[src/rtl/ext_io_bridge_if.sv]
// Byte-stream and LED bundle between the rv32 external-function ports and a UART endpoint.
// Handshake: a byte moves on a rising edge where valid && ready; valid holds its data until taken.
interface ext_io_bridge_if #(
   parameter int DATA_W = 8,
   parameter int LED_W  = 1
);
   // core TX write port
   logic              core_wr_valid;
   logic [DATA_W-1:0] core_wr_data;
   logic              core_wr_ready;
   // core RX read port
   logic              core_rd_ready;
   logic              core_rd_valid;
   logic [DATA_W-1:0] core_rd_data;
   // core LED write port
   logic              core_led_valid;
   logic [LED_W-1:0]  core_led_data;
   logic [LED_W-1:0]  core_led_mask;
   logic [LED_W-1:0]  core_led_out;
   // UART transmitter side
   logic [DATA_W-1:0] uart_in_data;
   logic              uart_in_valid;
   logic              uart_in_ready;
   // UART receiver side
   logic [DATA_W-1:0] uart_out_data;
   logic              uart_out_valid;
   logic              uart_out_ready;

   modport slave (
      input  core_wr_valid, core_wr_data, core_rd_ready,
      input  core_led_valid, core_led_data, core_led_mask,
      input  uart_in_ready, uart_out_data, uart_out_valid,
      output core_wr_ready, core_rd_valid, core_rd_data, core_led_out,
      output uart_in_data, uart_in_valid, uart_out_ready
   );

   modport master (
      output core_wr_valid, core_wr_data, core_rd_ready,
      output core_led_valid, core_led_data, core_led_mask,
      output uart_in_ready, uart_out_data, uart_out_valid,
      input  core_wr_ready, core_rd_valid, core_rd_data, core_led_out,
      input  uart_in_data, uart_in_valid, uart_out_ready
   );
endinterface

[src/rtl/ext_io_bridge.sv]
// Buffered core<->UART bridge: TX/RX FIFOs, masked LED register, occupancy levels.
// Optional TX->RX internal loopback when EXT_IO_BRIDGE_LOOPBACK_EN is defined.
module ext_io_bridge_fifo #(
   parameter int W     = 8,
   parameter int DEPTH = 4
) (
   input  logic                     i_clk,
   input  logic                     i_rst_n,
   input  logic                     i_push,
   input  logic [W-1:0]             i_push_data,
   input  logic                     i_pop,
   output logic                     o_empty,
   output logic                     o_full,
   output logic [W-1:0]             o_head,
   output logic [$clog2(DEPTH):0]   o_level
);
   localparam int AW = $clog2(DEPTH);

   logic [AW:0]  r_wptr;
   logic [AW:0]  r_rptr;
   logic [W-1:0] r_mem [DEPTH];
   logic         w_push;
   logic         w_pop;

   // Extra top pointer bit distinguishes full from empty when indices match.
   assign o_empty = (r_wptr == r_rptr);
   assign o_full  = (r_wptr[AW-1:0] == r_rptr[AW-1:0]) && (r_wptr[AW] != r_rptr[AW]);
   assign o_head  = r_mem[r_rptr[AW-1:0]];
   assign o_level = r_wptr - r_rptr;

   assign w_push = i_push && !o_full;
   assign w_pop  = i_pop && !o_empty;

   always_ff @(posedge i_clk or negedge i_rst_n) begin
      if (!i_rst_n) begin
         r_wptr <= '0;
         r_rptr <= '0;
      end else begin
         if (w_push) r_wptr <= r_wptr + 1'b1;
         if (w_pop)  r_rptr <= r_rptr + 1'b1;
      end
   end

   always_ff @(posedge i_clk) begin
      if (w_push) r_mem[r_wptr[AW-1:0]] <= i_push_data;
   end
endmodule

module ext_io_bridge #(
   parameter int             DATA_W   = 8,
   parameter int             TX_DEPTH = 4,
   parameter int             RX_DEPTH = 4,
   parameter int             LED_W    = 1,
   parameter logic [LED_W-1:0] LED_INIT = '0
) (
   input  logic                          CLK,
   input  logic                          RST_N,
`ifdef EXT_IO_BRIDGE_LOOPBACK_EN
   input  logic                          loopback,
`endif
   ext_io_bridge_if.slave                bus,
   output logic [$clog2(TX_DEPTH):0]     tx_level,
   output logic [$clog2(RX_DEPTH):0]     rx_level,
   output logic [LED_W-1:0]              LED
);
   logic              w_lb;
   logic              w_tx_empty;
   logic              w_tx_full;
   logic [DATA_W-1:0] w_tx_head;
   logic              w_tx_pop;
   logic              w_rx_empty;
   logic              w_rx_full;
   logic [DATA_W-1:0] w_rx_head;
   logic              w_rx_push;
   logic [DATA_W-1:0] w_rx_din;
   logic              w_rx_pop;
   logic              w_lb_xfer;
   logic [LED_W-1:0]  r_led;

`ifdef EXT_IO_BRIDGE_LOOPBACK_EN
   // Mode is registered so a change applies from the next edge and never splits a byte.
   logic r_loopback;
   always_ff @(posedge CLK or negedge RST_N) begin
      if (!RST_N) r_loopback <= 1'b0;
      else        r_loopback <= loopback;
   end
   assign w_lb = r_loopback;
`else
   assign w_lb = 1'b0;
`endif

   assign w_lb_xfer = w_lb && !w_tx_empty && !w_rx_full;
   assign w_tx_pop  = (!w_lb && !w_tx_empty && bus.uart_in_ready) || w_lb_xfer;
   assign w_rx_push = (!w_lb && !w_rx_full && bus.uart_out_valid) || w_lb_xfer;
   assign w_rx_din  = w_lb ? w_tx_head : bus.uart_out_data;
   assign w_rx_pop  = bus.core_rd_ready && !w_rx_empty;

   ext_io_bridge_fifo #(.W(DATA_W), .DEPTH(TX_DEPTH)) u_tx_fifo (
      .i_clk       (CLK),
      .i_rst_n     (RST_N),
      .i_push      (bus.core_wr_valid),
      .i_push_data (bus.core_wr_data),
      .i_pop       (w_tx_pop),
      .o_empty     (w_tx_empty),
      .o_full      (w_tx_full),
      .o_head      (w_tx_head),
      .o_level     (tx_level)
   );

   ext_io_bridge_fifo #(.W(DATA_W), .DEPTH(RX_DEPTH)) u_rx_fifo (
      .i_clk       (CLK),
      .i_rst_n     (RST_N),
      .i_push      (w_rx_push),
      .i_push_data (w_rx_din),
      .i_pop       (w_rx_pop),
      .o_empty     (w_rx_empty),
      .o_full      (w_rx_full),
      .o_head      (w_rx_head),
      .o_level     (rx_level)
   );

   // Handshake outputs depend only on registered pointers and mode.
   assign bus.core_wr_ready  = !w_tx_full;
   assign bus.uart_in_valid  = !w_tx_empty && !w_lb;
   assign bus.uart_in_data   = w_tx_head;
   assign bus.uart_out_ready = !w_rx_full && !w_lb;
   assign bus.core_rd_valid  = !w_rx_empty;
   assign bus.core_rd_data   = w_rx_head;

   always_ff @(posedge CLK or negedge RST_N) begin
      if (!RST_N)                  r_led <= LED_INIT;
      else if (bus.core_led_valid) r_led <= (r_led & ~bus.core_led_mask) |
                                            (bus.core_led_data & bus.core_led_mask);
   end

   assign bus.core_led_out = r_led;
   assign LED              = r_led;
endmodule

[src/flat_wrapper.sv]
// flat-port wrapper written by rule: the top's interface ports become plain ports
module ext_io_bridge_flat 
#(
   parameter int             DATA_W   = 8,
   parameter int             TX_DEPTH = 4,
   parameter int             RX_DEPTH = 4,
   parameter int             LED_W    = 1,
   parameter logic [LED_W-1:0] LED_INIT = '0
)
  (CLK, RST_N, tx_level, rx_level, LED, bus_core_wr_valid, bus_core_wr_data, bus_core_rd_ready, bus_core_led_valid, bus_core_led_data, bus_core_led_mask, bus_uart_in_ready, bus_uart_out_data, bus_uart_out_valid, bus_core_wr_ready, bus_core_rd_valid, bus_core_rd_data, bus_core_led_out, bus_uart_in_data, bus_uart_in_valid, bus_uart_out_ready);
  ext_io_bridge_if #(.DATA_W(DATA_W), .LED_W(LED_W)) bus_i ();
  input  logic CLK;
  input  logic RST_N;
  output logic [$clog2(TX_DEPTH):0] tx_level;
  output logic [$clog2(RX_DEPTH):0] rx_level;
  output logic [LED_W-1:0] LED;
  input wire logic [$bits(bus_i.core_wr_valid)-1:0] bus_core_wr_valid;
  input wire logic [$bits(bus_i.core_wr_data)-1:0] bus_core_wr_data;
  input wire logic [$bits(bus_i.core_rd_ready)-1:0] bus_core_rd_ready;
  input wire logic [$bits(bus_i.core_led_valid)-1:0] bus_core_led_valid;
  input wire logic [$bits(bus_i.core_led_data)-1:0] bus_core_led_data;
  input wire logic [$bits(bus_i.core_led_mask)-1:0] bus_core_led_mask;
  input wire logic [$bits(bus_i.uart_in_ready)-1:0] bus_uart_in_ready;
  input wire logic [$bits(bus_i.uart_out_data)-1:0] bus_uart_out_data;
  input wire logic [$bits(bus_i.uart_out_valid)-1:0] bus_uart_out_valid;
  output wire logic [$bits(bus_i.core_wr_ready)-1:0] bus_core_wr_ready;
  output wire logic [$bits(bus_i.core_rd_valid)-1:0] bus_core_rd_valid;
  output wire logic [$bits(bus_i.core_rd_data)-1:0] bus_core_rd_data;
  output wire logic [$bits(bus_i.core_led_out)-1:0] bus_core_led_out;
  output wire logic [$bits(bus_i.uart_in_data)-1:0] bus_uart_in_data;
  output wire logic [$bits(bus_i.uart_in_valid)-1:0] bus_uart_in_valid;
  output wire logic [$bits(bus_i.uart_out_ready)-1:0] bus_uart_out_ready;
  assign bus_i.core_wr_valid = bus_core_wr_valid;
  assign bus_i.core_wr_data = bus_core_wr_data;
  assign bus_i.core_rd_ready = bus_core_rd_ready;
  assign bus_i.core_led_valid = bus_core_led_valid;
  assign bus_i.core_led_data = bus_core_led_data;
  assign bus_i.core_led_mask = bus_core_led_mask;
  assign bus_i.uart_in_ready = bus_uart_in_ready;
  assign bus_i.uart_out_data = bus_uart_out_data;
  assign bus_i.uart_out_valid = bus_uart_out_valid;
  assign bus_core_wr_ready = bus_i.core_wr_ready;
  assign bus_core_rd_valid = bus_i.core_rd_valid;
  assign bus_core_rd_data = bus_i.core_rd_data;
  assign bus_core_led_out = bus_i.core_led_out;
  assign bus_uart_in_data = bus_i.uart_in_data;
  assign bus_uart_in_valid = bus_i.uart_in_valid;
  assign bus_uart_out_ready = bus_i.uart_out_ready;
  ext_io_bridge #(.DATA_W(DATA_W), .TX_DEPTH(TX_DEPTH), .RX_DEPTH(RX_DEPTH), .LED_W(LED_W), .LED_INIT(LED_INIT)) u_core (.CLK(CLK), .RST_N(RST_N), .bus(bus_i), .tx_level(tx_level), .rx_level(rx_level), .LED(LED));
endmodule
[config.mk]
export PLATFORM = sky130hd
export DESIGN_NAME = ext_io_bridge_flat
export DESIGN_NICKNAME = d
export VERILOG_FILES = /design/src/rtl/ext_io_bridge_if.sv /design/src/rtl/ext_io_bridge.sv /design/src/flat_wrapper.sv
export SDC_FILE = /design/constraint.sdc
export NUM_CORES = 1
export LEC_CHECK = 0
export BUFFER_PORTS_ARGS = -buffer_cell sky130_fd_sc_hd__buf_2
export CORE_MARGIN = 3
export CORE_UTILIZATION = 60
export DETAILED_ROUTE_END_ITERATION = 7
export PLACE_DENSITY = 0.81
export SLEW_MARGIN = 20
export SYNTH_ARGS = -nofsm -noshare
export SYNTH_HDL_FRONTEND = slang
export SYNTH_SLANG_ARGS = --single-unit
[constraint.sdc]
create_clock -name CLK -period 2.75 [get_ports CLK]
set_input_delay 0.275 -clock CLK [delete_from_list [all_inputs] [get_ports CLK]]
set_output_delay 0.275 -clock CLK [all_outputs]
set_load 0.005 [all_outputs]
==> flow_summary.ini, run 1 <==
[cells_and_area]
layout_commonest_cell = edfxtp_1
multiInputGateArea_sq_um = 921
antenna_cells = 0
final_cell_mix = edfxtp_1 (64), buf_2 (52), mux4_2 (16)
utilization_pct = 73.5
ff_latch_area_sq_mm = 0.00225
nets = 277
areaGrowthSynthToFinish_pct = 17.7
drive_gt1_share_pct = 39.4
fillers = 319

[clock_tree]
cts_tree = done
clk_pin_slew_ns = 0.08
cts_resized = 0
htreeDepth = 3
clk_path_buf_depth = 2
cts-root-buf = clkbuf_8
post-cts-setup-buffers = 0
worstSkewPairLatency_ns = 0.33
cts.sinks = 77
numCtsBuffers = 9

[worst_setup_path]
crit_path_start_kind = flop
slowest_stage = dfrtp_1
worstSetupEndpointType = output port
arrival_ns = 1.80
max_stage_delay_ns = 0.66
cp_cell_sequence = inv_1, ha_1, nand3_1, buf_2
r2r_start = u_core.u_tx_fifo.r_rptr[1]$_DFFE_PN0P_
rrSetupSlack_ns = 0.70
crit_buf_inv = 2
r2r_end = u_core.u_tx_fifo.r_mem[1][5]$_DFFE_PP_
crit_fanout = 12
required_ns = 2.48
critPathTopFamily = flip-flops
reg2reg_depth = 4
critPathKind = flop to output port

[timing]
skew_ns = 0.00384
fmax_ghz = 0.482
timing.final.crit_share_pct = 75.4
finalSetupViolCount = 0
worst_pin_slew_ns = 0.506
hold_violations = 0
drv_slew = 0
rsz0062_at_grt = no
fin_setup_tns_ns = 0
fin_ws_ns = 0.676
slew_headroom_pct = 66.3
period_minus_slack_ns = 2.07

[detailed_routing]
viasPerCell = 5.50
totalWireLength_um = 5290
first_pass_iters = 4
drc = 0
detail_route.wl_per_cell_um = 17.0
num_vias = 1712
drt.antenna.violating_nets = 0
first_iter_violations = 99

[floorplan]
initial_utilization_pct = 62.5
io_pins = 53
fp.dieW_um = 79.4
dieArea_sq_mm = 0.00630
rows = 26
core_area_sq_mm = 0.00517
die_h_um = 79.4

[min_path]
whs_endpoint = u_core.u_rx_fifo.r_mem[1][7]$_DFFE_PP_
hold_path_class = primary input to flop
hp-start = bus_uart_out_data[7]
hold_depth = 1

[global_routing]
grt-ovfl-total = 0
grt_max_degree = 14
track_usage_pct = 18.3
grt_pass1_wl_um = 8540
grt_pass1_vias = 1686
antenna_found_initial = 0

[place]
hpwl_um = 3780
pre_cts_ws_ns = 0.717
portBuffers = 52
gp_congestion = 0.759

[yosys]
syn_nets = 215
syn_avg_cell_area_sq_um = 18.6
netlist-cell-type-count = 20
yosys-top-cells-area = edfxtp_1 (59%), mux4_2 (11%), dfrtp_1 (10%)
synth_top_cell_by_area = edfxtp_1
synth_warnings = 0
synth_area_sq_mm = 0.00323
syn_inst = 174
synth.yosys.seq_area_share_pct = 69.6
synth_seq_cells = 77
synth_top_area_share_pct = 59.5

[pwr]
p_per_area_mw_per_mm2 = 1170
p_leak_uw = 0.00147
ir_drop_v = 0.000893

[status]
status = complete, no violations

[flow_run]
cap_viol_max_count = 0
-- worst max path at each step --
stage / slack [ns] / cells past startpoint / from / to
detailed placement: 0.72 / 4 / u_core.u_tx_fifo.r_rptr[1]$_DFFE_PN0P_ / u_core.u_tx_fifo.r_mem[3][5]$_DFFE_PP_
finish: 0.68 / 4 / u_core.u_tx_fifo.r_rptr[1]$_DFFE_PN0P_ / bus_core_wr_ready
global placement: 0.80 / 4 / u_core.u_tx_fifo.r_rptr[1]$_DFFE_PN0P_ / u_core.u_tx_fifo.r_mem[3][4]$_DFFE_PP_
global route: 0.51 / 4 / u_core.u_tx_fifo.r_rptr[1]$_DFFE_PN0P_ / bus_core_wr_ready
floorplan: 0.85 / 5 / u_core.u_rx_fifo.r_rptr[1]$_DFFE_PN0P_ / u_core.u_rx_fifo.r_mem[0][0]$_DFFE_PP_
CTS: 0.64 / 5 / u_core.u_rx_fifo.r_rptr[0]$_DFFE_PN0P_ / rx_level[2]
-- flip-flops by register name (all words and copies together), names as in the netlist, named ones only --
register / count
u_core.u_rx_fifo.r_mem: 32
u_core.u_rx_fifo.r_rptr: 3
u_core.u_rx_fifo.r_wptr: 3
u_core.u_tx_fifo.r_mem: 32
u_core.u_tx_fifo.r_rptr: 3
u_core.u_tx_fifo.r_wptr: 3
-- power by group --
part           switching [uW]  internal (uW)  total [uW]  leakage, uW
Combinational             880            888        1770     0.000638
Sequential                180           1600        1780     0.000739
Clock                     388            509         897    0.0000985
Total                    1450           3000        4450      0.00147
-- metrics by stage --
step | std cells | total power (uW) | instance area, sq um | hold slack, ns
global route | 311 | 4750 | 3800 | 0.140
floorplan | 174 | 2950 | 3230 | -0.0206
finish | 311 | 4450 | 3800 | 0.155
global placement | 294 | 3550 | 3580 | 0.182
CTS | 311 | 4490 | 3800 | 0.143
detailed placement | 294 | 3590 | 3580 | 0.184
-- cell usage after synthesis --
| library cell | number |
|---|---|
| a21oi_1 | 4 |
| a31oi_1 | 4 |
| and3_1 | 8 |
| buf_2 | 2 |
| buf_4 | 1 |
| clkbuf_1 | 2 |
| dfrtp_1 | 13 |
| edfxtp_1 | 64 |
| fa_1 | 2 |
| ha_1 | 14 |
| inv_1 | 10 |
| mux2_2 | 7 |
| mux4_2 | 16 |
| nand2_1 | 7 |
| nand3_1 | 4 |
| o21ai_0 | 2 |
| o21ai_1 | 2 |
| o21ai_2 | 2 |
| xnor2_1 | 8 |
| xor2_1 | 2 |
-- repair_timing --
item                       4_1_cts  5_1_grt
setup endpoints to repair        0        0
hold buffers                     1        0
hold endpoints to repair        13        0
-- kinds of logic (layout without fill, tap and decap cells) --
kind of cell | count (synthesis) | count (layout) | synth area share (%)
compound gates | 14 | 14 | 2.56
xor+xnor | 10 | 10 | 2.71
fa+ha+maj | 16 | 16 | 6.66
buf+inv | 15 | 82 | 1.94
flops | 77 | 77 | 69.6
mux | 23 | 23 | 13.6
simple gates | 19 | 19 | 2.98
-- routing by layer --
layer	wire [um]	part of all wire [%]	GRT usage, %	vias up
met5	0	0	0	-
met4	55	1.0	6.70	0
met3	274	5.2	4.06	7
met2	2640	50	29.1	56
met1	2320	44	25.1	852
li1	-	-	-	797
-- worst reg2reg max path, delay by kind of cell (launching register included) --
family        cells  cell delay [ns]
fa+ha+maj         1             0.35
simple gates      2             0.60
buf+inv           1             0.09
flops             1             0.66
-- layout make-up --
class,count,area share [%]
Clock buffer,10,3.36
Clock inverter,6,2.30
Inverter,10,0.987
Multi-Input combinational cell,82,24.2
Sequential cell,77,59.1
Tap cell,70,2.30
Timing Repair Buffer,56,7.70
No activity file was read; power rests on OpenSTA's default activity.
==> inputs of run 2 (changes only) <==
- CORE_UTILIZATION: 60 -> 55
- PLACE_DENSITY: 0.81 -> 0.75
- clock period: 2.75 -> 2.1 ns (I/O delays scaled with it)
==> run 2 against run 1 <==
- power rose by 34%
- core utilization fell by 5.1 points
- first-iteration DRC count fell by 25%
- clock skew rose by 0.0033 ns
- critical path depth rose by 1
- combinational power rose by 34%
- critical endpoint is now rx_level[2]
- non-clock buffer count rose by 1
- register-to-register slack got worse by 0.47 ns
- worst setup slack got worse by 0.54 ns
==> flow_summary.ini, run 2 (synthesis results as in run 1) <==
[status]
status = complete, no violations

[clock_tree]
cts-root-buf = clkbuf_8
cts_tree = done
htreeDepth = 3
cts_resized = 0
numCtsBuffers = 9
worstSkewPairLatency_ns = 0.33
clk_path_buf_depth = 2
cts.sinks = 77
clk_pin_slew_ns = 0.08

[worst_setup_path]
crit_fanout = 4
crit_path_start_kind = flop
worstSetupEndpointType = output port
required_ns = 1.89
critPathKind = flop to output port
arrival_ns = 1.75
reg2reg_depth = 4

[cells_and_area]
drive_gt1_share_pct = 39.7
areaGrowthSynthToFinish_pct = 18.7
multiInputGateArea_sq_um = 921
fillers = 417
final_cell_mix = edfxtp_1 (64), buf_2 (52), mux4_2 (16)
layout_commonest_cell = edfxtp_1
ff_latch_area_sq_mm = 0.00225
final_cells = 314
final_area_sq_mm = 0.00383
nets = 278
antenna_cells = 0

[min_path]
hold_depth = 1
hold_path_class = primary input to flop

[timing]
skew_ns = 0.00714
finalSetupViolCount = 0
slew_headroom_pct = 70.8
hold_violations = 0
fmax_ghz = 0.510
rsz0062_at_grt = no
drv_slew = 0
worst_pin_slew_ns = 0.438
fin_setup_tns_ns = 0
period_minus_slack_ns = 1.96
timing.final.crit_share_pct = 93.4

[floorplan]
dieArea_sq_mm = 0.00683
core_area_sq_mm = 0.00561
fp.dieW_um = 82.6
die_h_um = 82.6
initial_utilization_pct = 57.6
rows = 27
io_pins = 53

[pwr]
comb_power_share_pct = 39.9
p_int_uw = 4060
p_per_area_mw_per_mm2 = 1550
p_switching_uw = 1890
sw_frac_of_total_pct = 31.8
p_leak_uw = 0.00149
ir_drop_v = 0.00117
power_frac_clock_pct = 21.5
seq_power_share_pct = 38.6

[global_routing]
track_usage_pct = 17.0
grt_pass1_wl_um = 8170
grt_pass1_vias = 1719
antenna_found_initial = 0
grt-ovfl-total = 0
grt_max_degree = 14

[place]
placed_cells = 297
gp_congestion = 0.736
portBuffers = 52
hpwl_um = 3900
place_area_sq_mm = 0.00359

[detailed_routing]
drc = 0
totalWireLength_um = 5310
drt.antenna.violating_nets = 0
detail_route.wl_per_cell_um = 16.9
num_vias = 1690
first_iter_violations = 74
viasPerCell = 5.38
first_pass_iters = 4

[flow_run]
cap_viol_max_count = 0
## run 2: cell count changes in the layout (fill, tap and decap cells not counted), sizes merged
cell / change
clkbuf: -1
clkinv: +1
buf: +1
bufinv: +1
clkinvlp: -1
## run 2: metrics by stage
step	hold slack, ns	power (uW)	utilization, %	worst slack, ns
after floorplan	-0.0856	3870	-	0.197
after detailed placement	0.117	4740	63.9	0.243
after global routing	0.0801	6380	68.4	0.0275
final	0.0956	5950	68.4	0.139
after global placement	0.117	4690	63.9	0.315
after CTS	0.0764	6030	68.4	0.0946
## run 2: worst max-delay path, stage by stage, from the launching register on
cell and delay (ns):
dfrtp_1 0.41, inv_1 0.10, ha_1 0.22, fa_1 0.39, xnor2_1 0.16, buf_2 0.13
## run 2: repair_timing
action	in CTS	in global routing
hold buffers	1	0
buffers inserted	0	0
endpoints found under the hold margin	13	0
## run 2: metal layers
layer	vias to the layer above	GRT usage [%]	share of wire (%)
li1	797	-	-
met2	44	28.0	51
met3	10	4.23	4.5
met5	-	0	0
met4	0	8.33	2.2
met1	839	21.1	43
## run 2: area by class of cell
| type | instances | share of cell area, % |
|---|---|---|
| Clock inverter | 7 | 2.97 |
| Multi-Input combinational cell | 82 | 24.0 |
| Inverter | 10 | 0.979 |
| Sequential cell | 77 | 58.6 |
| Timing Repair Buffer | 57 | 7.83 |
| Tap cell | 72 | 2.35 |
| Clock buffer | 9 | 3.23 |
## run 2: path summary, 6_finish.rpt
check	from	to	slack [ns]
max	u_core.u_rx_fifo.r_wptr[0]$_DFFE_PN0P_	rx_level[2]	0.14
min	bus_core_wr_data[3]	u_core.u_tx_fifo.r_mem[0][3]$_DFFE_PP_	0.1
max reg2reg	u_core.u_tx_fifo.r_wptr[0]$_DFFE_PN0P_	u_core.u_tx_fifo.r_mem[2][0]$_DFFE_PP_	0.23
min reg2reg	u_core.u_tx_fifo.r_wptr[0]$_DFFE_PN0P_	u_core.u_tx_fifo.r_wptr[0]$_DFFE_PN0P_	0.53
max in group asynchronous	RST_N	u_core.u_rx_fifo.r_rptr[2]$_DFFE_PN0P_	1.57
min in group asynchronous	RST_N	u_core.u_tx_fifo.r_rptr[2]$_DFFE_PN0P_	0.29
## run 2: power groups by stage
| stage | registers, uW | clock network (uW) | logic (uW) |
|---|---|---|---|
| 6_report | 2290 | 1280 | 2370 |
| 5_1_grt | 2340 | 1350 | 2690 |
| 4_1_cts | 2300 | 1310 | 2420 |
| 3_5_place_dp | 2340 | 0 | 2410 |
| 3_3_place_gp | 2310 | 0 | 2380 |
| 2_1_floorplan | 2280 | 0 | 1590 |
